### config.mk
export PLATFORM = sky130hd
export DESIGN_NAME = div_unit
export DESIGN_NICKNAME = d
export VERILOG_FILES = /design/src/rtl/div_unit.sv
export SDC_FILE = /design/constraint.sdc
export NUM_CORES = 1
export LEC_CHECK = 0
export ABC_AREA = 1
export CORE_AREA = 5 5 224 204
export CTS_CLUSTER_SIZE = 8
export DETAILED_ROUTE_END_ITERATION = 8
export DIE_AREA = 0 0 229 209
export SLEW_MARGIN = 0
export SYNTH_ARGS = -nofsm -noshare
export SYNTH_HDL_FRONTEND = slang
export SYNTH_SLANG_ARGS = --single-unit
### constraint.sdc
create_clock -name clk -period 2.2 [get_ports clk]
set_clock_uncertainty 0.1 [all_clocks]
set_input_delay 0.44 -clock clk [delete_from_list [all_inputs] [get_ports clk]]
set_output_delay 0.44 -clock clk [all_outputs]
set_load 0.05 [all_outputs]
### src/rtl/div_unit.sv
// Radix-2 restoring divider for DIV/DIVU in EX: one quotient bit per cycle,
// producing {remainder, quotient} for HI/LO with a start/ready hold handshake.
module div_unit (
  input  logic        clk,
  input  logic        rst,
  input  logic        start_i,
  input  logic        annul_i,
  input  logic        signed_div_i,
  input  logic [31:0] opdata1_i,
  input  logic [31:0] opdata2_i,
  output logic [63:0] result_o,
  output logic        ready_o,
  output logic [1:0]  dbg_state_o
);

  // Handshake: start_i is held high from request until the result is consumed;
  // ready_o marks result_o valid, and dropping start_i while ready_o=1 releases it.
  typedef enum logic [1:0] {
    ST_FREE   = 2'd0,
    ST_BYZERO = 2'd1,
    ST_DIVON  = 2'd2,
    ST_END    = 2'd3
  } state_t;

  state_t      state_q, state_d;
  logic [5:0]  cnt_q, cnt_d;
  logic [64:0] work_q, work_d;
  logic [31:0] divisor_q, divisor_d;
  logic        s1_q, s1_d;
  logic        s2_q, s2_d;
  logic [63:0] result_q, result_d;
  logic        ready_q, ready_d;

  logic        s1_in, s2_in;
  logic [31:0] op1_abs, op2_abs;
  logic [32:0] diff;
  logic [31:0] quot_fix, rem_fix;

  assign s1_in   = signed_div_i & opdata1_i[31];
  assign s2_in   = signed_div_i & opdata2_i[31];
  assign op1_abs = s1_in ? (~opdata1_i + 32'd1) : opdata1_i;
  assign op2_abs = s2_in ? (~opdata2_i + 32'd1) : opdata2_i;

  // Zero-extended subtract; bit 32 set means the partial remainder is below the divisor.
  assign diff     = {1'b0, work_q[63:32]} - {1'b0, divisor_q};
  assign quot_fix = (s1_q ^ s2_q) ? (~work_q[31:0] + 32'd1) : work_q[31:0];
  assign rem_fix  = s1_q ? (~work_q[64:33] + 32'd1) : work_q[64:33];

  always_comb begin
    state_d   = state_q;
    cnt_d     = cnt_q;
    work_d    = work_q;
    divisor_d = divisor_q;
    s1_d      = s1_q;
    s2_d      = s2_q;
    result_d  = result_q;
    ready_d   = ready_q;
    case (state_q)
      ST_FREE: begin
        if (start_i && !annul_i) begin
          if (opdata2_i == 32'd0) begin
            state_d = ST_BYZERO;
          end else begin
            state_d   = ST_DIVON;
            s1_d      = s1_in;
            s2_d      = s2_in;
            divisor_d = op2_abs;
            work_d    = {32'b0, op1_abs, 1'b0};
            cnt_d     = 6'd0;
          end
        end
      end
      ST_BYZERO: begin
        state_d  = ST_END;
        result_d = 64'b0;
        ready_d  = 1'b1;
      end
      ST_DIVON: begin
        if (annul_i) begin
          state_d = ST_FREE;
          cnt_d   = 6'd0;
        end else if (cnt_q != 6'd32) begin
          if (diff[32]) begin
            work_d = {work_q[63:0], 1'b0};
          end else begin
            work_d = {diff[31:0], work_q[31:0], 1'b1};
          end
          cnt_d = cnt_q + 6'd1;
        end else begin
          state_d  = ST_END;
          result_d = {rem_fix, quot_fix};
          ready_d  = 1'b1;
          cnt_d    = 6'd0;
        end
      end
      ST_END: begin
        if (!start_i) begin
          state_d  = ST_FREE;
          result_d = 64'b0;
          ready_d  = 1'b0;
        end
      end
      default: state_d = ST_FREE;
    endcase
  end

  always_ff @(posedge clk) begin
    if (rst) begin
      state_q   <= ST_FREE;
      cnt_q     <= 6'd0;
      work_q    <= 65'b0;
      divisor_q <= 32'b0;
      s1_q      <= 1'b0;
      s2_q      <= 1'b0;
      result_q  <= 64'b0;
      ready_q   <= 1'b0;
    end else begin
      state_q   <= state_d;
      cnt_q     <= cnt_d;
      work_q    <= work_d;
      divisor_q <= divisor_d;
      s1_q      <= s1_d;
      s2_q      <= s2_d;
      result_q  <= result_d;
      ready_q   <= ready_d;
    end
  end

  assign result_o    = result_q;
  assign ready_o     = ready_q;
  assign dbg_state_o = state_q;

endmodule

==> results.yml, run 1 <==
clock_network:
  numCtsBuffers: 17
  cts-root-buf: "clkbuf_16"
  cts_max_path_buffers: 2
  clkSlewWorstSetupHoldPaths_ns: 0.07
  cts_tree: "built"
  clock-sinks: 172
  insertion_delay_ns: 0.46
  postCtsHoldBufs: 0
  h-tree-depth: 4
place:
  post-place-ws_ns: -0.3723
  port_buffers: 135
  dpl_cell_area_um2: 17220
  dp_hpwl_mm: 38.49
  dp.cells: 3167
  gp_congestion: 0.9440
floorplan:
  die_w_um: 229
  core_um2: 43390
  rows: 73
  die_y_um: 209
  initial_utilization_pct: 30.33
  die_area_um2: 47860
  io_pins: 136
final_layout:
  instances_no_fill: 3214
  fin_util_pct: 43.42
  diodes: 0
  nets: 2748
  drive_gt1_share_pct: 20.63
  syn_to_final_growth_pct: 43.14
  nFillCells: 4502
  stdcell_area_um2: 18840
detailed_routing:
  drtIter0Drc: 1298
  drcViolationCount: 0
  met3_length_mm: 2.498
  dr_wl_met2_mm: 22.97
  wl_met1_mm: 22.91
  routed_wl_mm: 49.34
  firstDrtPassIters: 6
  via_per_inst: 4.933
  vias: 15860
  wire_per_inst_um: 15.35
  detail-route-antenna-nets: 0
  highest_layer: "met4"
sta:
  relSlewSlack_pct: 60.78
  fmax_mhz: 454.1
  rsz0062_at_grt: "yes"
  setup_viol: 1
  hold_viol: 0
  finalCriticalPeriod_ns: 2.202
  finalCritPeriodShare_pct: 100.1
  worstMarginPinSlew_ns: 0.5883
  setup_ws_ns: -0.002258
  slew_violations: 0
synthesis:
  ys_types: 46
  syn-cell-area_um2: 13160
  yosysWarningCount: 0
  syn_nets: 2361
  postSynthAreaPerCell_um2: 5.844
  synth_edf_count: 0
  synth_cells: 2252
  ys_seq_elements: 172
  synth-seq-area-share_pct: 26.16
  synthArstFlopShare_pct: 0
  synth_flop_cell: "dfxtp_1"
setup_path:
  r2r-start: "work_q[32]"
  end_kind: "register"
  crit_path_max_incr_delay_ns: 0.35
  critPathTopFamily: "simple AND/OR/NAND/NOR gates"
  crit_buf_inv: 4
  rr_endpoint: "work_q[58]"
  worstPathCellList: "inv_2 > ha_4 > fa_2 > o21ai_2 > nand3_1 > nand2_2 > nand2_2 > nand2_4 > nand2_4 > buf_8 > clkbuf_16 > nand3_2 > nand2_1 > inv_1 > nand2_1 > a21oi_1"
  crit_required_ns: 2.49
  ff2ff_path_depth: 16
  critical_path_class: "reg2reg"
  slowest_stage: "fa_2"
  worstSetupStartpointType: "register"
  regToRegSetupSlack_ns: -0.002
  cp_data_arrival_time_ns: 2.49
  path_max_fanout: 8
worst_hold_path:
  hold_depth: 2
  min_to: "result_o[47]"
  hp-start: "result_o[47]"
  hp-class: "reg2reg"
global_routing:
  grt_start_max_net_pins: 105
  grtUsageTotal_pct: 19.48
  grt_pass1_wl_mm: 76.18
  overflow: 0
  grt_pass1_vias: 14610
  antenna_found_initial: 0
power_and_ir_drop:
  peakVddDrop_v: 0.0005181
  finalPower_uw: 10440
  power_density_nw_per_um2: 554.1
  leakage_uw: 0.009405
status:
  violations: "setup timing"
  status: "complete, but fails checks"
run:
  max-cap-violations: 0
-- synth_stat cells, types with 2 or more instances --
| master | count | area share [%] |
|---|---|---|
| nand2_1 | 631 | 18 |
| inv_1 | 318 | 9.1 |
| nand3_1 | 251 | 9.5 |
| nor2_1 | 223 | 6.4 |
| a21oi_1 | 215 | 8.2 |
| dfxtp_1 | 172 | 26 |
| o21ai_0 | 137 | 5.2 |
| ha_1 | 39 | 3.7 |
| clkbuf_1 | 35 | 1.0 |
| xor2_1 | 34 | 2.3 |
| nand4_1 | 32 | 1.5 |
| buf_2 | 26 | 0.99 |
| nor3_1 | 20 | 0.76 |
| xnor2_1 | 15 | 1.0 |
| buf_6 | 10 | 0.86 |
| buf_4 | 9 | 0.51 |
| o21ai_1 | 8 | 0.30 |
| nand2_2 | 7 | 0.33 |
| inv_2 | 6 | 0.17 |
| nand3b_1 | 6 | 0.34 |
| o22ai_1 | 5 | 0.24 |
| a211oi_1 | 4 | 0.23 |
| buf_1 | 4 | 0.11 |
| nor2_2 | 4 | 0.19 |
| or2_2 | 4 | 0.19 |
| a21o_1 | 3 | 0.17 |
| a21oi_2 | 3 | 0.20 |
| a31oi_1 | 3 | 0.14 |
| and2_1 | 3 | 0.14 |
| nor2_4 | 3 | 0.26 |
| nor3b_1 | 3 | 0.17 |
| nor2_8 | 2 | 0.30 |
| nor3_2 | 2 | 0.15 |
| o211ai_1 | 2 | 0.11 |
| o31ai_1 | 2 | 0.11 |
-- flip-flops by register name (all words and copies together) (netlist names) --
signal	cells
cnt_q	6
s2_q	1
work_q	65
dbg_state_o	2
s1_q	1
divisor_q	32
result_o	64
ready_o	1
-- where the power goes --
| part | switching, µW | internal (µW) | leakage [µW] |
|---|---|---|---|
| combinational | 2250 | 1550 | 0.00770 |
| sequential | 162 | 3280 | 0.00141 |
| clock | 1430 | 1760 | 0.000299 |
-- through the flow --
step	hold WS, ns	setup TNS [ns]
floorplan	0.3301	0
global placement	0.3529	-24.52
finish	0.3589	-0.002258
global route	0.3857	-2.448
CTS	0.3623	-0.2532
detailed placement	0.3543	-26.43
-- repair_timing --
action | 4_1_cts | 5_1_grt
buffers inserted | 6 | 6
cloned | 3 | 2
setup endpoints to repair | 50 | 101
resized for setup | 68 | 150
pin swaps | 13 | 29
-- worst min-delay path: cells and delay by family (launching register included) --
family,cells,cell delay [ns]
AND/OR/NAND/NOR,1,0.06
AO/OA/AOI/OAI,1,0.05
flip-flops,1,0.31
-- worst max-delay path by stage --
stage / from / endpoint / slack (ns) / cells after the start
2_1_floorplan: work_q[32] / work_q[45] / 0.01 / 14
3_3_place_gp: signed_div_i / work_q[23] / -0.35 / 12
3_5_place_dp: signed_div_i / work_q[21] / -0.37 / 12
4_1_cts: work_q[32] / work_q[61] / -0.04 / 16
5_1_grt: work_q[32] / work_q[56] / -0.12 / 16
6_report: work_q[32] / work_q[58] / -0.002 / 16
-- routing by layer --
metal | global-route usage, % | vias to the layer above
met5 | 0 | -
met3 | 2.568 | 55
met1 | 27.03 | 7378
met2 | 31.86 | 406
met4 | 5.474 | 0
li1 | - | 8016
-- cells by family (layout without fill, tap and decap cells) --
group	Yosys count	in the layout	share of synthesized area, %
AO/OA/AOI/OAI	386	386	15.16
flip-flops	172	172	26.16
adder cells (fa/ha/maj)	40	40	3.860
AND/OR/NAND/NOR	1197	1197	38.85
buffers and inverters	408	808	12.71
XOR/XNOR	49	49	3.261
-- cell type report --
class / count / area, µm² / area share, %
clock buffers: 19 / 452.9 / 2.405
flip-flops and latches: 172 / 3467 / 18.41
clock inverters: 13 / 152.6 / 0.8104
inverters: 324 / 1219 / 6.470
well taps: 562 / 703.2 / 3.733
multi-input cells: 1672 / 8750 / 46.45
repair buffers: 452 / 4093 / 21.73
-- cells in the final DEF, fill, tap and decap left out, types with 5 or more instances in the layout --
cell type	instances
dfxtp_1	153
nand3_2	29
inv_2	20
buf_12	20
o22ai_1	5
ha_4	24
nand3_1	222
ha_1	13
clkdlybuf4s50_1	97
xor2_1	34
dlygate4sd2_1	16
nand2_1	604
nor2_4	6
nand4_1	32
nor2_1	203
xnor2_1	15
dlymetal6s2s_1	13
o21ai_0	128
a21oi_1	205
nand2_2	31
a21oi_2	10
nor3_1	17
dfxtp_2	19
o21ai_1	15
buf_4	296
clkbuf_16	19
nor2_2	21
nand3b_1	6
inv_1	303
No activity file was read; power rests on OpenSTA's default activity.
==> run 2: changes to the inputs <==
- PLACE_DENSITY_LB_ADDON: unset -> 0.25
==> run 2 against run 1 <==
  * The flow still finishes with violations (setup timing)
  * Via count fell by 2.1%
  * Clock power is 5% lower
  * Utilization increased by 0.36 points
  * Total power down 0.83%
  * Non-clock buffer count unchanged
  * Wire length is 1.6% higher
  * Cell area up 0.82%
  * Worst setup slack lost 0.035 ns
  * Sequential share of layout area is 0.20 points lower
  * Cell count is the same
  * Critical path type unchanged
  * Largest power group unchanged
==> results.yml, run 2 (synthesis results as in run 1) <==
setup_path:
  regToRegSetupSlack_ns: -0.04
  r2r-start: "work_q[32]"
  rr_endpoint: "work_q[56]"
  end_kind: "register"
  worstSetupStartpointType: "register"
  cp_data_arrival_time_ns: 2.46
  ff2ff_path_depth: 14
  crit_required_ns: 2.42
  crit_end: "work_q[56]"
  crit_start: "work_q[32]"
  path_max_fanout: 7
  critical_path_class: "reg2reg"
sta:
  hold_viol: 0
  slew_violations: 0
  finalCriticalPeriod_ns: 2.238
  setup_ws_ns: -0.03771
  finalCritPeriodShare_pct: 101.7
  worstMarginPinSlew_ns: 0.5708
  relSlewSlack_pct: 61.94
  fmax_mhz: 446.9
  setup_viol: 18
  rsz0062_at_grt: "yes"
final_layout:
  instances_no_fill: 3214
  syn_to_final_growth_pct: 44.31
  diodes: 0
  final_cell_mix: "nand2_1 (590), inv_1 (303), buf_4 (296)"
  largest_register_ffs: 65
  top_register: "work_q"
  nFillCells: 4515
  nets: 2748
  drive_gt1_share_pct: 21.68
  final_common_cell: "nand2_1"
worst_hold_path:
  hp-start: "result_o[48]"
  hp-class: "reg2reg"
  hold_depth: 2
detailed_routing:
  wire_per_inst_um: 15.59
  drtIter0Drc: 1107
  detail-route-antenna-nets: 0
  drcViolationCount: 0
  firstDrtPassIters: 5
  via_per_inst: 4.829
  routed_wl_mm: 50.11
  vias: 15520
power_and_ir_drop:
  leakage_uw: 0.009368
  power_density_nw_per_um2: 545.0
  peakVddDrop_v: 0.0004270
clock_network:
  cts_tree: "built"
  h-tree-depth: 4
  clock-sinks: 172
  numCtsBuffers: 17
  cts_max_path_buffers: 2
  cts-root-buf: "clkbuf_16"
  clkSlewWorstSetupHoldPaths_ns: 0.07
  insertion_delay_ns: 0.47
global_routing:
  antenna_found_initial: 0
  grt_pass1_vias: 14560
  grtUsageTotal_pct: 20.01
  grt_start_max_net_pins: 105
  overflow: 0
  grt_pass1_wl_mm: 77.97
floorplan:
  die_area_um2: 47860
  die_w_um: 229
  initial_utilization_pct: 30.33
  io_pins: 136
  core_um2: 43390
  die_y_um: 209
  rows: 73
place:
  dp.cells: 3166
  dp_hpwl_mm: 39.18
  post-place-ws_ns: -0.3877
  port_buffers: 135
  gp_congestion: 0.9418
status:
  violations: "setup timing"
  status: "complete, but fails checks"
run:
  max-cap-violations: 0
## run 2: cell count changes in the layout (fill, tap and decap cells not counted), sizes merged
cell and delta:
clkbuf +4, bufinv -1, clkinvlp +2, buf -4
clkinv +3, clkdlybuf4s50 -4, dlygate4sd2 +3, dlymetal6s2s +2
inv -5
## run 2: area by class of cell
class                   count  area, µm²  area share [%]
clock buffers              20      446.7           2.352
clock inverters            12      115.1          0.6061
inverters                 324       1216           6.404
multi-input cells        1672       8956           47.16
flip-flops and latches    172       3458           18.21
well taps                 562      703.2           3.702
repair buffers            452       4096           21.57
## run 2: critical path, stage by stage (launching register included)
cell and delay [ns]:
dfxtp_2 0.33, inv_2 0.05, ha_4 0.15, fa_2 0.36
o21ai_2 0.15, nand3_1 0.09, nand2_2 0.11, nand2_2 0.09
nand2_4 0.09, nand2_8 0.08, nand2_8 0.13, buf_12 0.15
nand3_2 0.09, nand2_1 0.07, a21oi_1 0.05
## run 2: power by group
group	internal [µW]	switching, µW
clock	1600	1420
sequential	3280	159
combinational	1580	2310
## run 2: worst min-delay path by stage
stage | endpoint | slack, ns
after global placement | result_o[59] | 0.35
final | result_o[48] | 0.36
after CTS | result_o[48] | 0.36
after floorplan | divisor_q[8] | 0.33
after detailed placement | result_o[48] | 0.35
after global routing | result_o[55] | 0.38
## run 2: through the flow
| stage | total power (µW) | hold slack, ns | utilization (%) | cell area, µm² | TNS, ns |
|---|---|---|---|---|---|
| final | 10350 | 0.3622 | 43.78 | 18990 | -0.2545 |
| after global routing | 10950 | 0.3818 | 43.78 | 18990 | -2.478 |
| after detailed placement | 6961 | 0.3537 | 39.62 | 17190 | -35.38 |
| after CTS | 10060 | 0.3641 | 41.59 | 18040 | -0.2616 |
| after floorplan | 5520 | 0.3301 | - | 13170 | 0 |
| after global placement | 6932 | 0.3530 | 39.62 | 17190 | -32.60 |
## run 2: routing by layer
metal  vias up  global-route usage, %  wire [µm]
met5         -                      0          0
met4         0                  5.121        998
met3        48                  2.595       1917
met2       302                  32.73      22980
met1      7164                  28.00      24220
li1       8006                      -          -
## run 2: repair_timing
action                     CTS  global route
hold buffers                 0             0
gates cloned                 2             5
setup buffers                3             6
gates resized for setup     76           191
pin swaps                   12            39
setup endpoints to repair   52           135
